<file path="src/rtl/loop_completion_tracker_pkg.sv">
// Shared types for the loop completion tracker.
// Counter width and FSM state encodings.
package loop_completion_tracker_pkg;

    localparam int unsigned CNT_W = 32;

    typedef logic [CNT_W-1:0] cnt_t;

    typedef enum logic [1:0] {
        ST_IDLE  = 2'd0,
        ST_RUN   = 2'd1,
        ST_DRAIN = 2'd2,
        ST_DONE  = 2'd3
    } state_e;

endpackage

</file>
<file path="src/rtl/loop_completion_tracker_if.sv">
// Handshake bundle between schedule generator and tracker.
// master: drives start/issue; slave: the tracker itself.
interface loop_completion_tracker_if;
    import loop_completion_tracker_pkg::*;

    logic start;
    logic issue;
    logic valid_out;
    cnt_t iter_index;
    logic last;
    cnt_t in_flight;
    logic done;
    logic err;

    modport master (
        output start,
        output issue,
        input  valid_out,
        input  iter_index,
        input  last,
        input  in_flight,
        input  done,
        input  err
    );

    modport slave (
        input  start,
        input  issue,
        output valid_out,
        output iter_index,
        output last,
        output in_flight,
        output done,
        output err
    );

endinterface

</file>
<file path="src/rtl/loop_completion_tracker_issue_delay_line.sv">
// LATENCY-deep 1-bit shift register with synchronous flush.
// Ports: clk, rst, flush (clears old stages), in_bit, out_bit.
module issue_delay_line #(
    parameter int unsigned LATENCY = 1
) (
    input  logic clk,
    input  logic rst,
    input  logic flush,
    input  logic in_bit,
    output logic out_bit
);

    logic [LATENCY-1:0] sr_q;
    logic [LATENCY-1:0] sr_d;

    // A flush drops every older stage but still loads in_bit,
    // so an issue in the flush cycle survives.
    always_comb begin
        sr_d    = flush ? '0 : (sr_q << 1);
        sr_d[0] = in_bit;
    end

    always_ff @(posedge clk) begin
        if (rst) begin
            sr_q <= '0;
        end else begin
            sr_q <= sr_d;
        end
    end

    assign out_bit = sr_q[LATENCY-1];

endmodule

</file>
<file path="src/rtl/loop_completion_tracker.sv">
// Tracks issue/completion of an N-iteration loop run.
// Ports: clk, rst (sync, active-high), bus (slave: start/issue in, status out).
module loop_completion_tracker
    import loop_completion_tracker_pkg::*;
#(
    parameter int unsigned N       = 2,
    parameter int unsigned LATENCY = 1
) (
    input  logic                        clk,
    input  logic                        rst,
    loop_completion_tracker_if.slave    bus
);

    localparam cnt_t N_C      = CNT_W'(N);
    localparam cnt_t LAST_IDX = CNT_W'(N - 1);
    localparam cnt_t ONE      = CNT_W'(1);

    state_e state_q;
    state_e state_d;
    cnt_t   issue_cnt_q;
    cnt_t   issue_cnt_d;
    cnt_t   comp_cnt_q;
    cnt_t   comp_cnt_d;
    cnt_t   in_flight_q;
    cnt_t   in_flight_d;
    cnt_t   idx_hold_q;
    cnt_t   idx_hold_d;
    logic   err_q;
    logic   err_d;

    logic   accept;
    logic   complete;
    logic   dl_out;

    // An issue coinciding with start belongs to the new run.
    assign accept = bus.issue && (bus.start || state_q == ST_RUN);

    // Completions that emerge in a start cycle belong to the
    // aborted run and are suppressed.
    assign complete = dl_out && !bus.start;

    issue_delay_line #(
        .LATENCY (LATENCY)
    ) u_delay (
        .clk     (clk),
        .rst     (rst),
        .flush   (bus.start),
        .in_bit  (accept),
        .out_bit (dl_out)
    );

    always_ff @(posedge clk) begin
        if (rst) begin
            state_q <= ST_IDLE;
        end else begin
            state_q <= state_d;
        end
    end

    always_comb begin
        state_d = state_q;
        if (bus.start) begin
            state_d = (bus.issue && N_C == ONE) ? ST_DRAIN : ST_RUN;
        end else begin
            unique case (state_q)
                ST_IDLE: begin
                    state_d = ST_IDLE;
                end
                ST_RUN: begin
                    if (accept && (issue_cnt_q + ONE) == N_C) begin
                        state_d = ST_DRAIN;
                    end
                end
                ST_DRAIN: begin
                    if (complete && comp_cnt_q == LAST_IDX) begin
                        state_d = ST_DONE;
                    end
                end
                ST_DONE: begin
                    state_d = ST_DONE;
                end
                default: begin
                    state_d = ST_IDLE;
                end
            endcase
        end
    end

    always_comb begin
        issue_cnt_d = issue_cnt_q;
        comp_cnt_d  = comp_cnt_q;
        in_flight_d = in_flight_q;
        idx_hold_d  = idx_hold_q;
        err_d       = err_q;

        if (bus.start) begin
            issue_cnt_d = bus.issue ? ONE : '0;
            comp_cnt_d  = '0;
            in_flight_d = bus.issue ? ONE : '0;
            err_d       = 1'b0;
        end else begin
            if (accept) begin
                issue_cnt_d = issue_cnt_q + ONE;
            end
            if (complete) begin
                comp_cnt_d = comp_cnt_q + ONE;
                idx_hold_d = comp_cnt_q;
            end
            // Issue + completion in one cycle nets to zero.
            if (accept && !complete) begin
                in_flight_d = in_flight_q + ONE;
            end else if (!accept && complete && in_flight_q != '0) begin
                in_flight_d = in_flight_q - ONE;
            end
            if (bus.issue && !accept) begin
                err_d = 1'b1;
            end
        end
    end

    always_ff @(posedge clk) begin
        if (rst) begin
            issue_cnt_q <= '0;
            comp_cnt_q  <= '0;
            in_flight_q <= '0;
            idx_hold_q  <= '0;
            err_q       <= 1'b0;
        end else begin
            issue_cnt_q <= issue_cnt_d;
            comp_cnt_q  <= comp_cnt_d;
            in_flight_q <= in_flight_d;
            idx_hold_q  <= idx_hold_d;
            err_q       <= err_d;
        end
    end

    // Outputs read as zero for the whole time rst is high.
    always_comb begin
        bus.valid_out  = complete && !rst;
        bus.iter_index = rst ? '0 : (complete ? comp_cnt_q : idx_hold_q);
        bus.last       = complete && !rst && comp_cnt_q == LAST_IDX;
        bus.in_flight  = rst ? '0 : in_flight_q;
        bus.done       = !rst && state_q == ST_DONE;
        bus.err        = !rst && err_q;
    end

endmodule

</file>
<file path="src/flat_wrapper.sv">
// flat-port wrapper written by rule: the top's interface ports become plain ports
module loop_completion_tracker_flat import loop_completion_tracker_pkg::*;
#(
    parameter int unsigned N       = 2,
    parameter int unsigned LATENCY = 1
)
  (clk, rst, bus_start, bus_issue, bus_valid_out, bus_iter_index, bus_last, bus_in_flight, bus_done, bus_err);
  loop_completion_tracker_if bus_i ();
  input  logic clk;
  input  logic rst;
  input wire logic [$bits(bus_i.start)-1:0] bus_start;
  input wire logic [$bits(bus_i.issue)-1:0] bus_issue;
  output wire logic [$bits(bus_i.valid_out)-1:0] bus_valid_out;
  output wire logic [$bits(bus_i.iter_index)-1:0] bus_iter_index;
  output wire logic [$bits(bus_i.last)-1:0] bus_last;
  output wire logic [$bits(bus_i.in_flight)-1:0] bus_in_flight;
  output wire logic [$bits(bus_i.done)-1:0] bus_done;
  output wire logic [$bits(bus_i.err)-1:0] bus_err;
  assign bus_i.start = bus_start;
  assign bus_i.issue = bus_issue;
  assign bus_valid_out = bus_i.valid_out;
  assign bus_iter_index = bus_i.iter_index;
  assign bus_last = bus_i.last;
  assign bus_in_flight = bus_i.in_flight;
  assign bus_done = bus_i.done;
  assign bus_err = bus_i.err;
  loop_completion_tracker #(.N(N), .LATENCY(LATENCY)) u_core (.clk(clk), .rst(rst), .bus(bus_i));
endmodule
</file>
<file path="config.mk">
export PLATFORM = sky130hd
export DESIGN_NAME = loop_completion_tracker_flat
export DESIGN_NICKNAME = d
export VERILOG_FILES = /design/src/rtl/loop_completion_tracker_pkg.sv /design/src/rtl/loop_completion_tracker_if.sv /design/src/rtl/loop_completion_tracker_issue_delay_line.sv /design/src/rtl/loop_completion_tracker.sv /design/src/flat_wrapper.sv
export SDC_FILE = /design/constraint.sdc
export NUM_CORES = 1
export LEC_CHECK = 0
export ABC_CLOCK_PERIOD_IN_PS = 8900
export CELL_PAD_IN_SITES_DETAIL_PLACEMENT = 0
export CELL_PAD_IN_SITES_GLOBAL_PLACEMENT = 1
export CORE_AREA = 2 2 114 171
export CTS_CLUSTER_DIAMETER = 30
export DETAILED_ROUTE_END_ITERATION = 16
export DIE_AREA = 0 0 116 173
export GPL_ROUTABILITY_DRIVEN = 0
export PLACE_DENSITY = 0.87
export REMOVE_ABC_BUFFERS = 1
export SYNTH_ARGS = -nofsm -noshare
export SYNTH_HDL_FRONTEND = slang
export SYNTH_SLANG_ARGS = --single-unit
</file>
<file path="constraint.sdc">
create_clock -name clk -period 8.9 [get_ports clk]
set_clock_uncertainty 0.2 [all_clocks]
set_input_delay 1.78 -clock clk [delete_from_list [all_inputs] [get_ports clk]]
set_output_delay 1.78 -clock clk [all_outputs]
set_load 0.02 [all_outputs]
</file>
==> impl_metrics.py <==
metrics = {
    "layout": {
        "final_common_cell": "nand2_1",
        "diodes": 0,
        "fillCellCount": 1879,
        "syn2layout_area_growth_pct": 18.54,
        "nets": 1113,
        "mostFrequentLayoutCells": "nand2_1, dfxtp_1, a21oi_1, nor2_1, clkdlybuf4s50_1",
        "drive_above_1_share": 0.05833,
    },
    "timing": {
        "finalSetupViolCount": 0,
        "worst-slew-pin-transition_ns": 1.116,
        "whs_ns": 0.2615,
        "max_freq_ghz": 0.1601,
        "hold_viol_final": 0,
        "period_share": 0.7018,
        "worst_slew_margin_rel": 0.2535,
        "slew_viol_final": 0,
        "rsz0062_at_grt": "no",
        "layout_min_cycle_time_ns": 6.246,
        "tns_ns": 0,
    },
    "global_routing": {
        "grt_pass1_wl_um": 32490,
        "grt_pass1_vias": 6930,
        "grt_usage": 0.1960,
        "antenna_found_initial": 0,
        "grt_max_degree": 70,
        "overflow": 0,
    },
    "placement": {
        "port_buffers": 71,
        "dp_hpwl_um": 13560,
    },
    "synthesis": {
        "synth-main-ff-cell": "dfxtp_1",
        "syn_avg_cell_area_um2": 7.687,
        "async_flop_share": 0,
        "ys_ff_latch": 132,
        "ys_types": 70,
        "syn_inst": 1021,
        "yosysSeqAreaShare": 0.3367,
        "yosysTopAreaCell": "dfxtp_1",
        "yosysTopAreaCellShare": 0.3367,
        "yosysWarnings": 0,
        "synth-edff-count": 0,
        "synthesis.area_um2": 7849,
        "synth.area.top_cells": "dfxtp_1, nand2_1, a21oi_1",
    },
    "clocking": {
        "path_clk_slew_ns": 0.06,
        "cts_resized": 0,
        "cts_buffer_depth": 2,
        "clock_latency_ns": 0.42,
        "clkSinkCount": 132,
        "cts-root-buf": "clkbuf_16",
        "numCtsBuffers": 17,
        "cts_setup_buffers": 0,
        "cts_tree": "built",
        "h-tree-depth": 4,
        "hold_buffers": 0,
    },
    "power": {
        "ir_drop_v": 0.0001040,
        "power.density_nw_per_um2": 167.4,
        "leakage_uw": 0.003403,
    },
    "worst_setup_path": {
        "cpMaxStageDelayCell": "nor2_1",
        "max_stage_delay_ns": 0.96,
        "cp_max_fo": 17,
        "crit_required_ns": 6.92,
        "path_delay_family": "buffers and inverters",
        "end_kind": "primary output",
        "critPathLaunchType": "primary input",
        "crit_arrival_ns": 4.27,
        "cp_common_cell": "clkdlybuf4s50_1",
        "crit_buf_inv": 2,
        "crit_type": "in2out",
        "path_cells": "clkdlybuf4s50_1 -> nor2_1 -> and2_1 -> clkdlybuf4s50_1",
    },
    "detailed_routing": {
        "drtPass1Iterations": 4,
        "route.detailed.drc": 0,
        "drt_iter0_drc": 445,
        "wl_um": 19160,
        "drtAntennaViolNets": 0,
        "wl_per_cell_um": 14.39,
        "avgViaCountPerCell": 5.399,
        "num_vias": 7191,
    },
    "floorplan": {
        "die_area_um2": 20070,
        "fp-row-count": 61,
        "die_height_um": 173,
        "core-area_um2": 18470,
        "io_pins": 72,
        "start_util": 0.4249,
        "die_w_um": 116,
    },
    "outcome": {
        "status": "complete, no violations",
    },
    "job": {
        "maxCapViolations": 0,
    },
    "min_path": {
        "hp-class": "reg2reg",
    },
}
[layout make-up]
| type | count | area (um^2) | share of cell area |
|---|---|---|---|
| Multi-Input combinational cell | 825 | 4955 | 0.5325 |
| Sequential cell | 132 | 2643 | 0.2840 |
| Timing Repair Buffer | 78 | 760.7 | 0.08176 |
| Clock buffer | 18 | 439.2 | 0.04720 |
| Tap cell | 252 | 315.3 | 0.03389 |
| Clock inverter | 14 | 142.6 | 0.01533 |
| Inverter | 13 | 48.80 | 0.005245 |
[state kept, by name, indices dropped and copies added (netlist names)]
name	count
u_core.u_delay.out_bit	1
u_core.err_q	1
u_core.idx_hold_q	32
u_core.state_q	2
u_core.comp_cnt_q	32
u_core.in_flight_q	32
u_core.issue_cnt_q	32
[layer usage]
| metal | GRT usage | up-vias | wire length (um) | share of wire |
|---|---|---|---|---|
| met5 | 0 | - | 0 | 0 |
| met2 | 0.3555 | 130 | 9769 | 0.51 |
| met1 | 0.2222 | 3354 | 8168 | 0.43 |
| met4 | 0.07837 | 0 | 556 | 0.029 |
| met3 | 0.03435 | 39 | 669 | 0.035 |
| li1 | - | 3668 | - | - |
[power by group]
part	internal, uW	switching [uW]
Sequential	603	16.9
Clock	400	288
Combinational	99.6	151
[stage by stage]
| step | instance area (um^2) | instances | setup WS [ns] | util | power [uW] |
|---|---|---|---|---|---|
| finish | 9304 | 1332 | 2.654 | 0.5037 | 1558 |
| global route | 9304 | 1332 | 2.318 | 0.5037 | 1625 |
| CTS | 9304 | 1332 | 2.643 | 0.5037 | 1571 |
| detailed placement | 8722 | 1300 | 2.354 | 0.4722 | 880.9 |
| global placement | 8722 | 1300 | 2.517 | 0.4722 | 880.9 |
| floorplan | 7640 | 970 | 2.524 | - | 805.5 |
[worst register-to-register path, stage by stage, from the launching register on]
cell,delay (ns)
dfxtp_1,0.37
nor2b_1,0.37
o21ai_1,0.26
nor2_1,0.33
inv_1,0.35
buf_4,0.35
ha_1,0.43
nand2_1,0.09
o21ai_0,0.42
nor3_1,0.10
a31oi_1,0.40
a31oi_1,0.24
o21ba_2,0.28
mux2i_1,0.13
o21ai_0,0.18
o31ai_1,0.09
[worst paths after layout]
kind	from	end	slack, ns	cells past startpoint
setup / recovery	bus_start	bus_valid_out	2.65	4
setup reg to reg	u_core.state_q[0]	u_core.in_flight_q[31]	4.19	15
hold reg to reg	u_core.idx_hold_q[13]	u_core.idx_hold_q[13]	0.26	2
hold / removal	u_core.idx_hold_q[13]	u_core.idx_hold_q[13]	0.26	2
[cell usage after synthesis, drive strengths merged, types with 5 or more instances]
master  count
nand2     171
dfxtp     132
a21oi     120
nor2      105
xor2       46
ha         41
nor2b      41
clkbuf     40
xnor2      40
nand3      38
o21ai      27
nor4       24
and3       18
nand4      18
nor3       16
inv        13
buf        11
a211oi     10
a31oi      10
and2       10
a21o        7
or3         7
and4        5
o211ai      5
o21a        5
o31ai       5
or2         5
[kinds of logic after synthesis]
family / after synthesis / share of synthesized area
simple gates: 479 / 0.3024
xor+xnor: 86 / 0.09597
mux: 1 / 0.001275
buf+inv: 64 / 0.03284
fa+ha+maj: 42 / 0.06791
flops: 132 / 0.3367
compound gates: 217 / 0.1629
No activity file was read; power rests on OpenSTA's default activity.
